$ cat src/rtl/qam16_rx_pkg.sv
// Shared constants for the QAM16 receive frame controller and its byte FIFO.
package qam16_rx_pkg;

  localparam int SYM_W_DEF  = 11;
  localparam int NIB_CAP    = 4;
  localparam int FIFO_DEPTH = 2;

  localparam logic [1:0] ST_IDLE  = 2'd0;
  localparam logic [1:0] ST_RUN   = 2'd1;
  localparam logic [1:0] ST_DRAIN = 2'd2;

endpackage

$ cat src/rtl/qam16_byte_fifo.sv
// Two-entry byte FIFO with occupancy count; push and pop may coincide even when full.
module qam16_byte_fifo
  import qam16_rx_pkg::*;
(
  input  logic       CLK,
  input  logic       RST,
  input  logic       flush,
  input  logic       push,
  input  logic [7:0] wdata,
  input  logic       pop,
  output logic [7:0] rdata,
  output logic [1:0] count
);

  localparam logic [1:0] FULL_CNT = 2'(FIFO_DEPTH);

  logic [7:0] mem [FIFO_DEPTH];
  logic       wr_ptr;
  logic       rd_ptr;
  logic       do_push;
  logic       do_pop;

  assign do_pop  = pop && (count != 2'd0);
  assign do_push = push && ((count != FULL_CNT) || do_pop);
  assign rdata   = mem[rd_ptr];

  always_ff @(posedge CLK or negedge RST) begin
    if (!RST) begin
      for (int i = 0; i < FIFO_DEPTH; i++) mem[i] <= '0;
      wr_ptr <= 1'b0;
      rd_ptr <= 1'b0;
      count  <= 2'd0;
    end else if (flush) begin
      for (int i = 0; i < FIFO_DEPTH; i++) mem[i] <= '0;
      wr_ptr <= 1'b0;
      rd_ptr <= 1'b0;
      count  <= 2'd0;
    end else begin
      if (do_push) begin
        mem[wr_ptr] <= wdata;
        wr_ptr      <= ~wr_ptr;
      end
      if (do_pop) rd_ptr <= ~rd_ptr;
      count <= count + {1'b0, do_push} - {1'b0, do_pop};
    end
  end

endmodule

$ cat src/rtl/qam16_rx_frame_ctrl.sv
// Frame sequencer around an external 1-cycle QAM16 demapper: symbol intake,
// nibble packing into bytes, and a back-pressured byte output stream.
module qam16_rx_frame_ctrl
  import qam16_rx_pkg::*;
#(
  parameter int LEN_W = 8,
  parameter int SYM_W = SYM_W_DEF
) (
  input  logic                    CLK,
  input  logic                    RST,
  input  logic                    start,
  input  logic [LEN_W-1:0]        frame_len,
  input  logic                    abort,
  output logic                    busy,
  output logic                    done,
  input  logic                    s_valid,
  output logic                    s_ready,
  input  logic signed [SYM_W-1:0] s_ar,
  input  logic signed [SYM_W-1:0] s_ai,
  output logic                    dm_valid_i,
  output logic signed [SYM_W-1:0] dm_ar,
  output logic signed [SYM_W-1:0] dm_ai,
  input  logic                    dm_valid_x,
  input  logic [3:0]              dm_x,
  output logic                    m_valid,
  output logic [7:0]              m_data,
  input  logic                    m_ready,
  output logic [1:0]              state
);

  // Both streams use valid/ready: a transfer happens on a rising edge where
  // valid and ready are both high; valid holds its payload until then.

  localparam logic [LEN_W:0] ONE_SYM = LEN_W'(1) + (LEN_W+1)'(0);

  logic [LEN_W:0] sym_left;
  logic [1:0]     inflight;
  logic           half;
  logic [3:0]     nib;
  logic           discard;
  logic           done_q;
  logic [1:0]     fifo_count;
  logic [3:0]     occ;
  logic           accept;
  logic           use_x;
  logic           push;
  logic           drained;

  // Occupancy counts every nibble that may still land in the FIFO, so intake
  // stops before a result could find no room.
  assign occ     = {1'b0, fifo_count, 1'b0} + {3'b000, half} + {2'b00, inflight};
  assign s_ready = (state == ST_RUN) && (sym_left != '0) && (occ < 4'(NIB_CAP));
  assign accept  = s_valid && s_ready && !abort;
  assign use_x   = dm_valid_x && !discard && (state != ST_IDLE) && (inflight != 2'd0);
  assign push    = use_x && half && !abort;
  assign drained = (inflight == 2'd0) && !half && (fifo_count == 2'd0);
  assign busy    = (state == ST_RUN) || (state == ST_DRAIN);
  assign done    = done_q || ((state == ST_DRAIN) && drained && !abort);
  assign m_valid = (fifo_count != 2'd0);

  always_ff @(posedge CLK or negedge RST) begin
    if (!RST) begin
      state      <= ST_IDLE;
      sym_left   <= '0;
      inflight   <= 2'd0;
      half       <= 1'b0;
      nib        <= 4'd0;
      discard    <= 1'b0;
      done_q     <= 1'b0;
      dm_valid_i <= 1'b0;
      dm_ar      <= '0;
      dm_ai      <= '0;
    end else if (abort) begin
      state      <= ST_IDLE;
      sym_left   <= '0;
      inflight   <= 2'd0;
      half       <= 1'b0;
      nib        <= 4'd0;
      discard    <= 1'b1;
      done_q     <= 1'b0;
      dm_valid_i <= 1'b0;
    end else begin
      discard    <= 1'b0;
      done_q     <= (state == ST_IDLE) && start && (frame_len == '0);
      dm_valid_i <= accept;
      if (accept) begin
        dm_ar <= s_ar;
        dm_ai <= s_ai;
      end
      inflight <= inflight + {1'b0, accept} - {1'b0, use_x};
      if (use_x) begin
        if (half) begin
          half <= 1'b0;
        end else begin
          nib  <= dm_x;
          half <= 1'b1;
        end
      end
      case (state)
        ST_IDLE: begin
          if (start && (frame_len != '0)) begin
            sym_left <= {frame_len, 1'b0};
            state    <= ST_RUN;
          end
        end
        ST_RUN: begin
          if (accept) begin
            sym_left <= sym_left - ONE_SYM;
            if (sym_left == ONE_SYM) state <= ST_DRAIN;
          end
        end
        ST_DRAIN: begin
          if (drained) state <= ST_IDLE;
        end
        default: state <= ST_IDLE;
      endcase
    end
  end

  qam16_byte_fifo u_fifo (
    .CLK   (CLK),
    .RST   (RST),
    .flush (abort),
    .push  (push),
    .wdata ({nib, dm_x}),
    .pop   (m_ready),
    .rdata (m_data),
    .count (fifo_count)
  );

endmodule

$ cat config.mk
export PLATFORM = sky130hd
export DESIGN_NAME = qam16_rx_frame_ctrl
export DESIGN_NICKNAME = d
export VERILOG_FILES = /design/src/rtl/qam16_rx_pkg.sv /design/src/rtl/qam16_byte_fifo.sv /design/src/rtl/qam16_rx_frame_ctrl.sv
export SDC_FILE = /design/constraint.sdc
export NUM_CORES = 1
export LEC_CHECK = 0
export ABC_AREA = 0
export CORE_MARGIN = 4
export CORE_UTILIZATION = 60
export DETAILED_ROUTE_END_ITERATION = 8
export DONT_BUFFER_PORTS = 1
export PLACE_DENSITY = 0.76
export SLEW_MARGIN = 30
export SYNTH_ARGS = -nofsm -noshare
export SYNTH_HDL_FRONTEND = slang
export SYNTH_HIERARCHICAL = 1
export SYNTH_SLANG_ARGS = --single-unit
$ cat constraint.sdc
create_clock -name CLK -period 3.9 [get_ports CLK]
set_clock_uncertainty 0.15 [all_clocks]
set_input_delay 0.78 -clock CLK [delete_from_list [all_inputs] [get_ports CLK]]
set_output_delay 0.78 -clock CLK [all_outputs]
set_load 0.03 [all_outputs]
# == Word level (Yosys, flattened, before mapping) ==
# Index checks and enable logic that the tools add are counted.
# op_classes
add_sub_neg,7
n_mul,0
div_mod_pow,0
magnitude_cmp,4
n_eq_ne,9
n_shift,0
muxes,33
bitwise,5
reduce_logical,42
# ops
op,n
$mux 16,2
$mux 8,4
$mux 9,3
$logic_and 1x1->1,19
$pmux 9 s2,1
$bwmux 16,1
$mux 2,7
$mux 4,3
$reduce_bool 2->1,6
$mux 1,10
$eq 9x1->1 const B,1
$reduce_bool 9->1,1
$sub 9x1->9 const B,1
$demux 8 s1,1
$logic_not 8->1,1
$reduce_bool 8->1,1
$logic_not 2->1,3
$ne 3x2->1 const B,2
$ne 3x3->1 const B,2
$pmux 2 s3,1
$add 2x1->2,2
$add 3x1->4,1
$add 4x2->4,1
$ge 2x2->1 const B,2
14 further kinds,24
# word_totals
reg_bits,63
latch_bits,0
ram_bits,0
romBits,0
inputBits,41
output_inout_bits,37
wordCells,115
memories,0

# == Longest topological paths before layout ==
# depth
depth_word,10
ltp_mapped,13
depth_no_buf,12

# == Modules after synthesis ==
# Netlist, hierarchy kept.
# by_module_without_submodules
module,n_inst,cells_each,area_per_inst_um2,seq_area_each_um2
qam16_rx_frame_ctrl,1,203,2359.8,1076.0
qam16_byte_fifo,1,67,938.4,500.5

# == Worst setup path after synthesis ==
# No wires, ideal clock.
# synth_path
path_type,register to output
start,register state[1]
end,output s_ready
arrival_ns,2.536
required_time_ns,2.970
setup_slack_ns,0.434
stages_incl_launch_ff,5
n_path_buf,0
cell_sequence,dfrtp_1 -> inv_1 -> ha_1 -> nand2b_1 -> a2111oi_0
# synth_via
elab_chain_len,3
# synth_lines
element,line_no,rtl
"start, declared",qam16_rx_frame_ctrl.sv:28,output logic [1:0] state
"start signal, assigned",qam16_rx_frame_ctrl.sv:63,state <= ST_IDLE;
"start signal, assigned",qam16_rx_frame_ctrl.sv:74,state <= ST_IDLE;
"start signal, assigned",qam16_rx_frame_ctrl.sv:103,state <= ST_RUN;
$eq 2x1->1,qam16_rx_frame_ctrl.sv:52,assign s_ready = (state == ST_RUN) && (sym_left != '0) && (occ < 4'(NIB_CAP));
$logic_and 1x1->1 (2 in a row),qam16_rx_frame_ctrl.sv:52,
"end, declared",qam16_rx_frame_ctrl.sv:17,"output logic s_ready,"
# Every way passes these cells.

# == Final worst setup path ==
# Ends and elaborated chain as after synthesis.

==> results_dict.tcl <==
set metrics [dict create \
    status "completed" \
    yosysTopAreaCellShare 0.478 \
    ff2ff_path_depth 8 \
    drv_slew 0 \
    hold_class "in -> async" \
    max-cap-violations 0 \
    crit_slowest_cell "ha_1" \
    cts_sinks 63 \
    crit_chain "inv_1, ha_1, nand2b_1, a2111oi_2, buf_4" \
    finish.net_count 326 \
    synth_flop_cell "dfrtp_1" \
    diodes 0 \
    grt_pass1_vias 2195 \
    cp_max_fo 16 \
    cts-root-buf "clkbuf_8" \
    holdBufCountCts 1 \
    htreeDepth 3 \
    hold_violations 0 \
    via_count 2145 \
    grt_setup_unrepaired "false" \
    io_buffers 0 \
    synthDistinctLibCells 59 \
    cp-start-kind "flop" \
    wl_um 6760 \
    cts_made_buffers 9 \
    layout_setup_ws_ns 0.668 \
    first_pass_iters 4 \
    ys_top_cells_by_area "dfrtp_1, mux2_4, a22o_1, ha_1, mux2_2" \
    path_delay_family "adder cells" \
    critPathMaxStageDelay_ns 0.54 \
    coreArea_mm2 0.00520 \
    critPathBufInv 2 \
    grt_max_degree 64 \
    post_cts_resize_count 0 \
    nFillCells 393 \
    first_iter_violations 118 \
    synth_warnings 6 \
    worst_hold_slack_ns 0.151 \
    r2r_setup_slack_ns 0.68 \
    clk_path_buf_depth 2 \
    area_growth_pct 9.10 \
    postCtsSetupBuffers 0 \
    r2r-end "dm_ai[10]" \
    grt_pass1_wl_um 10600 \
    total_power_mw 2.52 \
    placementRows 26 \
    drive_above_1_share 0.258 \
    timing.setup.tns_ns 0 \
    grt_overflow 0 \
    dieWidth_um 82.1 \
    crit_required_ns 2.97 \
    post-place-ws_ns 0.715 \
    p_leak_nw 1.67 \
    io_pins 78 \
    drc 0 \
    clk_latency_ns 0.35 \
    antenna_found_initial 0 \
    syn-cell-area_mm2 0.00330 \
    dpl.hpwl_um 4580 \
    synth_cells 270 \
    relSlewSlack 0.581 \
    syn_area_per_cell_um2 12.2 \
    final.period_utilization 0.829 \
    ant_nets 0 \
    die_y_um 82.1 \
    synth_top_area_cell "dfrtp_1" \
    track_usage 0.214 \
    initial_core_util 0.634 \
    avgViaCountPerCell 6.15 \
    ir_drop_v 0.000444 \
    place_congestion 0.855 \
    arrival_ns 2.30 \
    cts_tree "done" \
    ys_ff_latch 63 \
    period_minus_slack_ns 3.23 \
    async_reset_ff_frac 1.00 \
    timing.rr.start "state[1]" \
    clkTransAtPathRegs_ns 0.07 \
    worstMarginPinSlew_ns 0.627 \
    setup_violations 0 \
    fmax_mhz 309 \
    seq_area_frac_synth 0.478 \
    synth_edf_count 0 \
    final_util 0.691 \
    critical_path_class "reg -> out" \
    power.density_mw_per_mm2 701 \
    wl_per_cell_um 19.4 \
    fp.dieArea_mm2 0.00675 \
    cp-end-kind "output port" \
    syn-num-nets 322 \
]
[cells in the mapped netlist (2+ instances only)]
cell and n:
nand2_1 18, a21oi_1 5, a2bb2oi_1 3, a41oi_1 3, nor4_1 3, nor4b_4 2, buf_12 2, a31oi_4 2
ha_1 11, or3_1 2, o22ai_1 4, and3_2 2, dfrtp_1 63, mux2_4 18, o21ai_0 7, a22o_1 19
xnor2_1 3, mux2i_1 3, a221oi_2 2, or2_2 2, xor2_1 4, nor2b_1 6, buf_2 3, nor2_1 11
mux2_2 12, a221oi_1 2, inv_1 15, nor3_1 7, clkbuf_1 4, nand3_1 3
[final cells by class]
class	instances	area [µm²]	share of cell area
Clock buffer	11	141	0.0393
Clock inverter	5	104	0.0289
Inverter	15	56.3	0.0156
Multi-Input combinational cell	182	1590	0.442
Sequential cell	63	1580	0.438
Tap cell	70	87.6	0.0243
Timing Repair Buffer	3	42.5	0.0118
[cell families (layout without fill, tap and decap cells)]
| family | Yosys count | after routing | synth area share |
|---|---|---|---|
| and+or+nand+nor | 72 | 72 | 0.137 |
| DFF | 63 | 63 | 0.478 |
| AOI/OAI and AO/OA | 59 | 59 | 0.151 |
| muxes | 33 | 33 | 0.132 |
| buffers and inverters | 25 | 34 | 0.0417 |
| adders and majority gates | 11 | 11 | 0.0417 |
| xor gates and xnor gates | 7 | 7 | 0.0186 |
[report_power, final]
part	total (mW)	switching, mW	internal (mW)
Sequential	1.19	0.383	0.804
Clock	0.699	0.255	0.443
Combinational	0.636	0.313	0.323
Total	2.52	0.952	1.57
[layout by cell type, fill, tap and decap left out, drive strengths merged, types with 4 or more instances in the layout]
cell type   n
o22ai       4
ha         11
mux2       30
xor2        4
nor3        8
a21oi       6
dfrtp      63
nand3       4
a22o       19
nor4        4
nor2b       6
o21ai       8
nor2       12
inv        16
clkbuf     11
nand2      19
a221oi      4
[state kept, by name (all words and copies together), names as in the netlist]
name and flops:
sym_left 9, u_fifo/wr_ptr 1, dm_ar 11, inflight 2
state 2, done_q 1, u_fifo/count 2, u_fifo/rd_ptr 1
half 1, dm_valid_i 1, discard 1, nib 4
dm_ai 11, u_fifo/mem 16
[routing by layer]
metal,track usage,share of wire,vias up
met5,0,0,-
met4,0.105,0.019,0
met3,0.0879,0.10,11
met2,0.310,0.42,88
met1,0.278,0.46,1051
li1,-,-,995
[metrics by stage]
step / std cells / cell area [µm²]
final: 349 / 3600
after global placement: 332 / 3330
after CTS: 349 / 3600
after floorplan: 270 / 3300
after detailed placement: 332 / 3330
after global routing: 349 / 3600
[worst max path at each step]
stage,from,slack (ns),to,cells after the start
2_1_floorplan,state[1],0.43,s_ready,4
4_1_cts,state[1],0.65,s_ready,5
5_1_grt,state[1],0.40,inflight[0],11
6_report,state[1],0.67,s_ready,5
3_5_place_dp,state[1],0.72,dm_ai[10],8
3_3_place_gp,state[1],0.81,dm_ar[0],8
(Power assumes the default switching activity.)
==> variant 1, RTL diff (same flow settings) <==
Set the package constant `SYM_W_DEF` to 22 (it was 11).
--- a/src/rtl/qam16_rx_pkg.sv
+++ b/src/rtl/qam16_rx_pkg.sv
@@ -1,7 +1,7 @@
 // Shared constants for the QAM16 receive frame controller and its byte FIFO.
 package qam16_rx_pkg;
 
-  localparam int SYM_W_DEF  = 11;
+  localparam int SYM_W_DEF  = 22;
   localparam int NIB_CAP    = 4;
   localparam int FIFO_DEPTH = 2;
 
Interface: changed (resized dm_ai, dm_ar, s_ai and s_ar); port bits go from 78 to 122. The function was not compared with the original's and may differ.
==> variant 1 against the original RTL <==
Setup slack gained 200 ps. Via count grew 21%. Clock power shrank 19%. Wire length grew 29%. Global-route usage shrank 0.59 points. Cell count grew 20%. Cell area grew 23%. Fmax grew 6.7%. Sequential cell count grew 22. Non-clock buffer count shrank 1. Critical path depth grew 7. Synthesized area grew 27%. First-iteration DRC count grew 5.1%. Total power grew 36%. Largest power group unchanged. Highest routed layer is now met5.
==> variant 1: results (changes against the original RTL) <==
The number of detailed-route iterations in the first pass came to 5 (+1). The placed cell count is 401 (+21%). The total setup buffers inserted after CTS came out at 0 (unchanged). The largest registers in the layout are dm_ai (22), dm_ar (22), u_fifo/mem (16). The setup slack after placement is 888 ps (+173 ps). The peak per-stage delay on the critical path is 620 ps (+80 ps).

By area the synthesized netlist is led by dfrtp_1 51%, mux2_4 14%, mux2_2 3.8%. The data arrival time of the critical path is 3130 ps (+830 ps). The path depth of the worst reg2reg path came to 12 (+4). The kind of cell with the highest combined delay along the critical path is adder cells. The number of DRC markers in iteration 0 came out at 124 (+5.1%). The flow ran to the end, and the final reports show no timing, DRC or antenna violations.

The global routing usage on met1 is 27.4% (-0.43 points). The largest voltage drop on the vdd net was 0.000451 V (+1.5%). The relative slew slack is 48.0% (-10 points). The ratio of routed vias to standard cells is 6.23 (+1.3%). The worst hold slack is 180 ps (+29.3 ps).

The first-pass GRT wire length is 13.9 mm (+30%). The maximum clock path buffer count is 2 (unchanged). The startpoint identified for the worst register-to-register timing path is state[0].

The portion of the post-synthesis area used by sequential elements was 50.7% (+2.9 points). The detailed placement HPWL is 6.03 mm (+32%). The switching part of the total came out at 44.3% (+6.6 points). In the synthesized netlist, the cells that appear most often are 85 x dfrtp_1, 38 x mux2_4.

The global routing usage summed across all routing layers came out at 20.8% (-0.59 points). The routability congestion estimate came out at 0.941 (+10%). The initial antenna violation count is 1 (+1). The overall routed net length came out at 8.70 mm (+29%). The overall via count from detail_route came to 2603 (+21%).

The endpoint identified for the worst register-to-register timing path is u_fifo/count[1]. The met2 usage in global routing came out at 32.7% (+1.7 points). For this design, the slowest cell found on the critical path is dfrtp_1.

The net count after synthesis is 390 (+21%). The count of unique library cells instantiated by Yosys is 57 (-3.4%). The average footprint of a synthesized cell was 13.3 um^2 (+8.7%).
[variant 1: cell type report]
class                      count  area (um^2)
sequential                    85         2130
timing repair buffer           2         35.0
fill                         518         2350
multi-input combinational    203         1930
clock inverter                 6         43.8
tap                           96          120
inverter                      16         60.1
clock buffer                  10          128
[variant 1: worst max path at each step]
stage	end	from	depth (start not counted)	slack [ps]
after global placement	u_fifo/count[0]	state[0]	11	1010
final	u_fifo/count[1]	state[0]	12	870
after global routing	u_fifo/count[1]	state[0]	12	680
after detailed placement	u_fifo/count[1]	state[0]	12	890
after floorplan	u_fifo/count[0]	state[0]	12	1110
after CTS	s_ready	u_fifo/count[0]	3	870
[variant 1: power groups by stage]
| stage | Clock (W) | Combinational (W) | Sequential [W] |
|---|---|---|---|
| 6_report | 0.000564 | 0.00101 | 0.00186 |
| 5_1_grt | 0.000614 | 0.00109 | 0.00190 |
| 4_1_cts | 0.000575 | 0.00100 | 0.00187 |
| 3_5_place_dp | 0 | 0.000978 | 0.00188 |
| 3_3_place_gp | 0 | 0.000957 | 0.00188 |
| 2_1_floorplan | 0 | 0.000864 | 0.00181 |
[variant 1: cell families (layout without fill, tap and decap cells)]
group / Yosys count / count (layout) / share of synthesized area, %
AO/OA/AOI/OAI: 68 / 68 / 14.3
XOR/XNOR: 6 / 6 / 1.25
adder cells (fa/ha/maj): 11 / 11 / 3.28
buffers and inverters: 28 / 34 / 3.34
flip-flops: 85 / 85 / 50.7
multiplexers: 53 / 53 / 17.6
AND/OR/NAND/NOR: 65 / 65 / 9.54
[variant 1: layer usage]
layer | wire [um] | up-vias
li1 | - | 1167
met1 | 3680 | 1302
met2 | 4200 | 119
met3 | 708 | 13
met4 | 96 | 2
met5 | 12 | -
==> variant 2, RTL diff (same flow settings) <==
Without the edit above. Reset style: synchronous (`RST`), changed in 2 clocked blocks.
--- a/src/rtl/qam16_byte_fifo.sv
+++ b/src/rtl/qam16_byte_fifo.sv
@@ -24,7 +24,7 @@
   assign do_push = push && ((count != FULL_CNT) || do_pop);
   assign rdata   = mem[rd_ptr];
 
-  always_ff @(posedge CLK or negedge RST) begin
+  always_ff @(posedge CLK) begin
     if (!RST) begin
       for (int i = 0; i < FIFO_DEPTH; i++) mem[i] <= '0;
       wr_ptr <= 1'b0;
--- a/src/rtl/qam16_rx_frame_ctrl.sv
+++ b/src/rtl/qam16_rx_frame_ctrl.sv
@@ -58,7 +58,7 @@
   assign done    = done_q || ((state == ST_DRAIN) && drained && !abort);
   assign m_valid = (fifo_count != 2'd0);
 
-  always_ff @(posedge CLK or negedge RST) begin
+  always_ff @(posedge CLK) begin
     if (!RST) begin
       state      <= ST_IDLE;
       sym_left   <= '0;
Behaviour: differs if RST is asserted again (counterexample within 4 cycles, from zero or initial values and one cycle with RST low); with RST held inactive, the same outputs for 4 cycles.
==> variant 2 against the original RTL <==
Wire length shrank 9.7%. Cell count grew 6.9%. Synthesized area shrank 7.9%. Setup slack gained 290 ps. Synthesized cell count grew 11%. Cell area shrank 8.4%. Sequential cell count grew 1. Sequential share of layout area shrank 0.059 points. Highest routed layer unchanged.
Power is not compared: it rests on default switching activity, and its combinational part moved more than twofold at a synthesized area within 25%.
==> variant 2: results (changes against the original RTL) <==
The first-pass GRT wire length is 9.88 mm (-7.0%). The slowest stage of the critical path is the nor2_1 cell. The number of buffers created by CTS came to 9 (unchanged). VDD sags by at most between 0.0002 and 0.0003 V. The number of warning messages in the yosys log is 6 (unchanged). The portion of the post-synthesis area used by sequential elements is 47.4% (-0.35 points).

The relative slew slack came out at 39.7% (-18 points). The detailed placement HPWL is 4.41 mm (-3.6%). The data arrival time of the critical path came out at 2010 ps (-290 ps). The classification of the worst-slack hold path is reg2reg. The number of endpoints failing setup at the final stage came out at 0 (unchanged). The global routing usage summed across all routing layers is 20.0% (-1.5 points).

The post-detailed-route count of antenna-violating nets came out at 0 (unchanged). The number of inserted filler cells in the final layout came out at 408 (+3.8%). The number of inserted diodes is 0 (unchanged). The number of buffers added on ports was 0 (unchanged). The peak per-stage delay on the critical path is 470 ps (-70 ps). The number of H-tree levels is 3 (unchanged). The cell sitting at the root of the clock tree is a clkbuf_8. The ratio of cells with drive above 1 in the final layout came out at 11.4% (-14 points). The number of synthesized flops with an enable pin came to 16 (+16). The largest net degree at the start of global routing came out at 25 (-61%).

The area of the core came out at 4820 um^2 (-7.5%). The total setup buffers inserted after CTS is 0 (unchanged). The number of global-route vias before repair came out at 2163 (-1.5%). The clock transition time at the flip-flop clock pins of the worst setup and hold paths is 70 ps (about the same). The insertion delay of the later-clocked pin in the worst-skew pair came out at 330 ps (-20 ps). The flow ran to the end, and the final reports show no timing, DRC or antenna violations. The maximum clock path buffer count was 2 (unchanged). The kind of cell adding the most delay to the critical path is compound AO/OA/AOI/OAI gates. The routability congestion estimate is 0.866 (+1.2%). The number of nets in the finished design is 355 (+8.9%). The setup slack after placement came out at 960 ps (+244 ps).

The commonest cells after synthesis are 48 x dfxtp_1, 35 x nor2_1, 22 x mux2i_1. The initial antenna violation count is 0 (unchanged). The number of detailed-route iterations in the first pass came to 4 (unchanged). Summed over all cells, the static leakage comes to between 1.5 and 2 nW. Internal power comes to 0.00112 W.

The number of DRC markers in iteration 0 came to 99 (-16%). After synthesis, the cell types taking the most area are dfxtp_1 32%, edfxtp_1 16%, mux2i_1 7.2%. The count of unique library cells instantiated by Yosys is 48 (-19%). The register containing the most flip-flops in the final layout is u_fifo/mem. The highest fanout seen on the critical path is 5 (-11). In the final layout, the registers with the most flip-flops are u_fifo/mem (16), dm_ai (11), dm_ar (11). The async set-reset flop share out of synthesis is 0% (-100 points).

The area after detailed placement came out at 3050 um^2 (-8.2%). The overall routed net length is 6.10 mm (-9.7%). The overall via count from detail_route is 2125 (-0.93%). The post-cts resize count is 0 (unchanged).
==> variant 2: changes by cell type after synthesis, sizes merged, moves of 6 or more <==
cell	unedited run	this run
nor2	12	35
nand2	19	13
edfxtp	0	16
dfxtp	0	48
mux2i	3	22
a21oi	6	14
a22o	19	0
dfrtp	63	0
mux2	30	9
and3	3	19
clkbuf	4	10
==> variant 2: cell type report <==
class	count	area (um^2)	area share, %
repair buffers	5	37.5	1.14
multi-input cells	205	1430	43.4
inverters	16	60.1	1.82
flip-flops and latches	64	1440	43.8
well taps	67	83.8	2.54
clock inverters	4	52.6	1.60
clock buffers	12	188	5.70
==> variant 2: stage by stage <==
step | cells | hold slack, ps
floorplan | 301 | 308
global placement | 357 | 330
finish | 373 | 349
CTS | 373 | 349
detailed placement | 357 | 339
global route | 373 | 363
==> variant 2: power groups by stage <==
| stage | clock, W | combinational (W) | sequential, W |
|---|---|---|---|
| floorplan | 0 | 0.0000914 | 0.000722 |
| global placement | 0 | 0.000111 | 0.000724 |
| detailed placement | 0 | 0.000113 | 0.000725 |
| CTS | 0.000663 | 0.000114 | 0.000710 |
| global route | 0.000693 | 0.000126 | 0.000711 |
| finish | 0.000651 | 0.000114 | 0.000710 |
==> variant 2: worst paths after layout <==
path	cells after the start	start	slack, ps	end
min reg2reg	2	nib[1]	350	nib[1]
min	2	nib[1]	350	nib[1]
max	4	u_fifo/count[0]	960	s_ready
max reg2reg	13	state[0]	970	u_fifo/count[1]
==> variant 2: tightest hold or removal path: cells and delay by family, from the launching register on <==
family	cells	cell delay, ps
DFF	1	320
AOI/OAI and AO/OA	2	130
==> variant 2: logic make-up after synthesis <==
kind of cell             count (synthesis)  share of synthesized area, %
AND/OR/NAND/NOR                        102                          17.3
XOR/XNOR                                 6                          1.73
buffers and inverters                   32                          5.44
flip-flops                              64                          47.4
multiplexers                            31                          10.6
AO/OA/AOI/OAI                           53                          12.2
adder cells (fa/ha/maj)                 13                          5.35
==> variant 2: routing by layer <==
layer / wire [um] / global-route usage, % / vias up
met2: 3160 / 35.4 / 66
met3: 491 / 5.78 / 5
met4: 39 / 8.08 / 0
met1: 2410 / 22.3 / 978
met5: 0 / 0 / -
li1: - / - / 1076
